$ cat src/rtl/uart_tx_feeder.sv
// uart_tx_feeder: byte FIFO plus start/busy handshake in front of the UART TX.
// Define UART_TX_FEEDER_STATS_EN to add tx_done_count and drop_count.
module uart_tx_feeder #(
    parameter int DEPTH        = 16,
    parameter int ADDR_W       = 4,
    parameter int BUSY_TIMEOUT = 15
) (
    input  logic            clk,
    input  logic            rst_n,
    input  logic            s_valid,
    input  logic [7:0]      s_data,
    output logic            s_ready,
    input  logic            flush,
    output logic            tx_start,
    output logic [7:0]      tx_data,
    input  logic            tx_busy,
    output logic [ADDR_W:0] fifo_count,
    output logic            fifo_empty,
    output logic            fifo_full,
    output logic            timeout_err
`ifdef UART_TX_FEEDER_STATS_EN
    ,
    output logic [15:0]     tx_done_count,
    output logic [7:0]      drop_count
`endif
);

    localparam int TW = $clog2(BUSY_TIMEOUT + 1);
    localparam logic [ADDR_W:0] FULL_CNT = (ADDR_W + 1)'(DEPTH);
    localparam logic [TW-1:0]   TMO      = TW'(BUSY_TIMEOUT);

    typedef enum logic [1:0] {
        IDLE,
        START,
        WAIT_BUSY,
        WAIT_DONE
    } state_e;

    state_e            state_q, state_d;
    logic [ADDR_W-1:0] wr_ptr_q, wr_ptr_d;
    logic [ADDR_W-1:0] rd_ptr_q, rd_ptr_d;
    logic [ADDR_W:0]   count_q, count_d;
    logic [TW-1:0]     tmo_cnt_q, tmo_cnt_d;
    logic              tx_start_q, tx_start_d;
    logic [7:0]        tx_data_q, tx_data_d;
    logic              timeout_err_q, timeout_err_d;
    logic [7:0]        mem_q [DEPTH];
    logic              push;
    logic              pop;

    assign fifo_full   = (count_q == FULL_CNT);
    assign fifo_empty  = (count_q == '0);
    assign fifo_count  = count_q;
    assign s_ready     = rst_n && !fifo_full && !flush;
    assign push        = s_valid && s_ready;
    assign pop         = (state_q == IDLE) && !fifo_empty;
    assign tx_start    = tx_start_q;
    assign tx_data     = tx_data_q;
    assign timeout_err = timeout_err_q;

    always_comb begin
        wr_ptr_d = wr_ptr_q;
        rd_ptr_d = rd_ptr_q;
        count_d  = count_q;
        if (push) begin
            wr_ptr_d = wr_ptr_q + ADDR_W'(1);
        end
        if (pop) begin
            rd_ptr_d = rd_ptr_q + ADDR_W'(1);
        end
        case ({push, pop})
            2'b10:   count_d = count_q + (ADDR_W + 1)'(1);
            2'b01:   count_d = count_q - (ADDR_W + 1)'(1);
            default: count_d = count_q;
        endcase
        // A pop in the flush cycle still loads tx_data below.
        if (flush) begin
            wr_ptr_d = '0;
            rd_ptr_d = '0;
            count_d  = '0;
        end
    end

    always_comb begin
        state_d       = state_q;
        tx_start_d    = 1'b0;
        tx_data_d     = tx_data_q;
        tmo_cnt_d     = tmo_cnt_q;
        timeout_err_d = timeout_err_q;
        case (state_q)
            IDLE: begin
                if (pop) begin
                    tx_data_d  = mem_q[rd_ptr_q];
                    tx_start_d = 1'b1;
                    state_d    = START;
                end
            end
            START: begin
                tmo_cnt_d = '0;
                // Busy already high here counts as the hand-off.
                state_d   = tx_busy ? WAIT_DONE : WAIT_BUSY;
            end
            WAIT_BUSY: begin
                if (tx_busy) begin
                    state_d = WAIT_DONE;
                end else begin
                    tmo_cnt_d = tmo_cnt_q + TW'(1);
                    if (tmo_cnt_d == TMO) begin
                        timeout_err_d = 1'b1;
                        state_d       = IDLE;
                    end
                end
            end
            WAIT_DONE: begin
                if (!tx_busy) begin
                    state_d = IDLE;
                end
            end
            default: state_d = IDLE;
        endcase
    end

    always_ff @(posedge clk or negedge rst_n) begin
        if (!rst_n) begin
            state_q       <= IDLE;
            wr_ptr_q      <= '0;
            rd_ptr_q      <= '0;
            count_q       <= '0;
            tmo_cnt_q     <= '0;
            tx_start_q    <= 1'b0;
            tx_data_q     <= 8'h00;
            timeout_err_q <= 1'b0;
        end else begin
            state_q       <= state_d;
            wr_ptr_q      <= wr_ptr_d;
            rd_ptr_q      <= rd_ptr_d;
            count_q       <= count_d;
            tmo_cnt_q     <= tmo_cnt_d;
            tx_start_q    <= tx_start_d;
            tx_data_q     <= tx_data_d;
            timeout_err_q <= timeout_err_d;
        end
    end

    always_ff @(posedge clk) begin
        if (push) begin
            mem_q[wr_ptr_q] <= s_data;
        end
    end

`ifdef UART_TX_FEEDER_STATS_EN
    logic [15:0] done_cnt_q, done_cnt_d;
    logic [7:0]  drop_cnt_q, drop_cnt_d;

    assign tx_done_count = done_cnt_q;
    assign drop_count    = drop_cnt_q;

    always_comb begin
        done_cnt_d = done_cnt_q;
        drop_cnt_d = drop_cnt_q;
        if (state_q == WAIT_DONE && !tx_busy) begin
            done_cnt_d = done_cnt_q + 16'd1;
        end
        if (s_valid && fifo_full && drop_cnt_q != 8'hFF) begin
            drop_cnt_d = drop_cnt_q + 8'd1;
        end
    end

    always_ff @(posedge clk or negedge rst_n) begin
        if (!rst_n) begin
            done_cnt_q <= '0;
            drop_cnt_q <= '0;
        end else begin
            done_cnt_q <= done_cnt_d;
            drop_cnt_q <= drop_cnt_d;
        end
    end
`endif

endmodule
$ cat config.mk
export PLATFORM = sky130hd
export DESIGN_NAME = uart_tx_feeder
export DESIGN_NICKNAME = d
export VERILOG_FILES = /design/src/rtl/uart_tx_feeder.sv
export SDC_FILE = /design/constraint.sdc
export NUM_CORES = 1
export LEC_CHECK = 0
export CORE_ASPECT_RATIO = 1.75
export CORE_MARGIN = 2
export CORE_UTILIZATION = 30
export DETAILED_ROUTE_END_ITERATION = 16
export HOLD_SLACK_MARGIN = 0.03
export PLACE_DENSITY = 0.54
export SLEW_MARGIN = 20
export SYNTH_ARGS = -nofsm -noshare
export SYNTH_HDL_FRONTEND = slang
export SYNTH_SLANG_ARGS = --single-unit
$ cat constraint.sdc
create_clock -name clk -period 3.4 [get_ports clk]
set_clock_uncertainty 0.15 [all_clocks]
set_input_delay 0.68 -clock clk [delete_from_list [all_inputs] [get_ports clk]]
set_output_delay 0.68 -clock clk [all_outputs]
set_load 0.05 [all_outputs]
==> summary.md <==
• **required time worst endpoint** 2.57 ns
• **distinct cell type count after synthesis** 42
• **number of core rows** 71
• **deepest level of the CTS H-tree** 4
• **clk buf depth** 2
• **share of synthesized area spent on multiplexers** 14.37%
• **total routing usage reported by global routing** 12.18%
• **number of global-route vias before repair** 3532
• **Antenna Cells** 0
• **clock sink count** 157
• **setup repair after global routing missed its margin** no
• **fraction of layout cells with a size suffix above 1** 20.10%
• **xor-xnor portion of the synthesized cell area** 1.082%
• **outcome** finished, final reports clean
• **starting density of the core** 30.38%
• **Die Area** 22820 sq um
• **post-synthesis cell count** 364
• **transition at the pin with the smallest max-transition slack** 0.5954 ns
• **Mapped Nets** 388
• **arrival time worst endpoint** 2.35 ns
• **# Max-Cap Violations** 0
• **flops & latches, synth** 157
• **largest net degree at the start of global routing** 36
• **CP Max Fanout** 6
• **Via-to-Cell Ratio** 4.927
• **number of DRC violations after detailed routing** 0
• **number of buffers created by CTS** 17
• **total leakage power** 2.589 nW
• **largest family of logic cells by synthesized area** multiplexers
• **NumNets Final** 429
• **post-synthesis simple-gate area fraction** 6.182%
• **area of all placed cells without fillers** 7697 sq um
• **Worst-path clk slew** 0.07 ns
• **antenna violations before repair** 0
• **Worst setup EP type** output port
• **area grow syn2layout** 18.86%
• **final WL** 13040 um
• **average routed wire per standard cell** 19.38 um
• **first-pass GRT wire length** 20400 um
• **post-synthesis share of cell area spent on full adders, half adders and majority gates** 2.241%
• **cts repair resizes** 0
• **hold buffer count at cts** 0
• **number of DRC markers after the initial detailed-route iteration** 191
• **placed wire-length estimate** 8598 um
• **leading post-synthesis cells by cell area** edfxtp_1 (59%), dfrtp_1 (11%), mux4_2 (11%)
• **non-filler instance count after layout** 673
• **height of the die** 198.4 um
• **final weighted congestion in routability-driven placement** 0.7244
• **part of the Yosys area used for sequential elements** 70.56%
• **GRT Residual Overflow** 0
• **final count of hold timing violations** 0
• **cell taking the most area after synthesis** edfxtp_1
• **TritonCTS clock tree** yes
• **final setup violation count** 0
• **clk_lat worst skew** 0.41 ns
• **worst vdd rail ir drop** 347.8 uV
• **commonest register cell after synthesis** edfxtp_1
• **Post-CTS Setup Inserts** 0
• **Post-synth EDFFs** 128
• **Post-Synthesis Cell Area** 6476 sq um
• **core outline area** 21320 sq um
• **worst slew margin relative to its limit** 60.18%
• **type of the worst setup path** flop to output port
• **area share of the leading cell type in the synthesized netlist** 59.35%
• **mean area per synthesized cell** 17.79 sq um
• **cell count after placement** 641
• **Clk Tree Root Cell** clkbuf_16
• **total placed instance area** 7122 sq um
• **share of the synthesized area in compound gates (AO/OA/AOI/OAI)** 3.864%
• **routed via count** 3316
• **yosys warns** 0
• **Final ANT Viol Nets** 0
• **shortest clock period the worst path allows after layout** 3.185 ns
• **fraction of the cycle the final worst path needs** 93.67%
• **width of the die** 115.1 um
• **final number of max-transition violations** 0
• **buffers added on ports** 30
• **number of I/O pins** 31
• **total iterations of the first detailed-routing run** 4
• **achievable clock frequency** 314.0 MHz
• **Pwr per Cell Area** 645.6 nW/um^2
• **post-route setup TNS** 0 ns
• **share of async-settable or async-resettable flops after synthesis** 18.47%
• **worst hold path class** flop to flop
• **type of element launching the critical path** flop
[registers in the layout, summed over array words and instances, names as in the netlist]
signal,flops
timeout_err,1
mem_q,128
fifo_count,5
rd_ptr_q,4
state_q,2
tx_data,8
tmo_cnt_q,4
tx_start,1
wr_ptr_q,4
[power breakdown]
part | internal [mW] | leakage [nW] | switching [mW]
sequential | 2.17 | 1.53 | 0.107
combinational | 0.348 | 0.777 | 0.505
clock | 1.04 | 0.277 | 0.803
[Yosys cell counts, types with 2 or more instances]
cell type	instances
dfrtp_1	29
buf_2	7
clkbuf_1	10
and2_1	10
mux4_2	32
and3_1	4
inv_1	8
edfxtp_1	128
mux2i_1	21
and4_1	4
a21oi_1	5
ha_1	10
o21ai_0	7
nand3_1	2
nand4_1	2
or4_4	2
nor2_1	16
nor2b_1	4
o211ai_1	2
a21o_1	3
xor2_1	4
nand2_1	21
o22ai_1	2
o221ai_1	8
nand2b_1	3
xnor2_1	4
[stage by stage]
stage          power (mW)  utilization (%)  hold WS [ns]  setup WS, ns
2_1_floorplan       2.886                -        0.2344        0.1008
3_3_place_gp        3.172            33.40        0.3045        0.1566
3_5_place_dp        3.185            33.40        0.3071        0.1161
4_1_cts             5.025            36.10        0.3216        0.1835
5_1_grt             5.173            36.10        0.3611        0.1182
6_report            4.969            36.10        0.3190        0.2151
[logic make-up (layout without fill, tap and decap cells)]
logic type	Yosys count	after routing
multiplexers	53	53
AND/OR/NAND/NOR	74	74
buffers and inverters	27	81
AO/OA/AOI/OAI	34	34
adder cells (fa/ha/maj)	11	11
XOR/XNOR	8	8
flip-flops	157	157
[metal layers]
metal / track usage, % / part of all wire (%) / up-vias / routed length (um)
met3: 2.143 / 3.0 / 17 / 391
li1: - / - / 1514 / -
met1: 14.00 / 40 / 1705 / 5196
met5: 0 / 0 / - / 0
met2: 22.20 / 55 / 80 / 7216
met4: 4.641 / 1.8 / 0 / 238
[worst paths after layout]
path	endpoint	cells past startpoint	from	slack [ns]
worst max register to register	fifo_count[4]	11	fifo_count[1]	0.33
max in group asynchronous	rd_ptr_q[0]	2	rst_n	2.22
min in group asynchronous	fifo_count[1]	2	rst_n	0.56
worst min-delay path	timeout_err	1	timeout_err	0.32
worst min register to register	timeout_err	1	timeout_err	0.32
worst max-delay path	fifo_empty	3	fifo_count[1]	0.22
[layout make-up]
class / count / area [sq um]
Tap cell: 255 / 319.1
Inverter: 9 / 33.78
Multi-Input combinational cell: 180 / 1800
Clock buffer: 18 / 429.2
Sequential cell: 157 / 4571
Timing Repair Buffer: 40 / 397.9
Fill cell: 1994 / 13620
Clock inverter: 14 / 146.4
[worst max-delay path: stages, from the launching register on]
cell             delay [ns]
dfrtp_1                0.45
or4_4                  0.59
nor2_1                 0.10
clkdlybuf4s50_1        0.80
[layout by cell type (no fill, tap or decap), drive strengths merged, types with 6 or more instances in the layout]
cell and count:
nand2 21, edfxtp 128, o221ai 8, buf 11
and2 10, ha 10, mux4 32, dfrtp 29
o21ai 8, mux2i 21, clkbuf 18, a21oi 6
inv 18, nor2 16, clkdlybuf4s50 29
No activity file was read; power rests on OpenSTA's default activity.
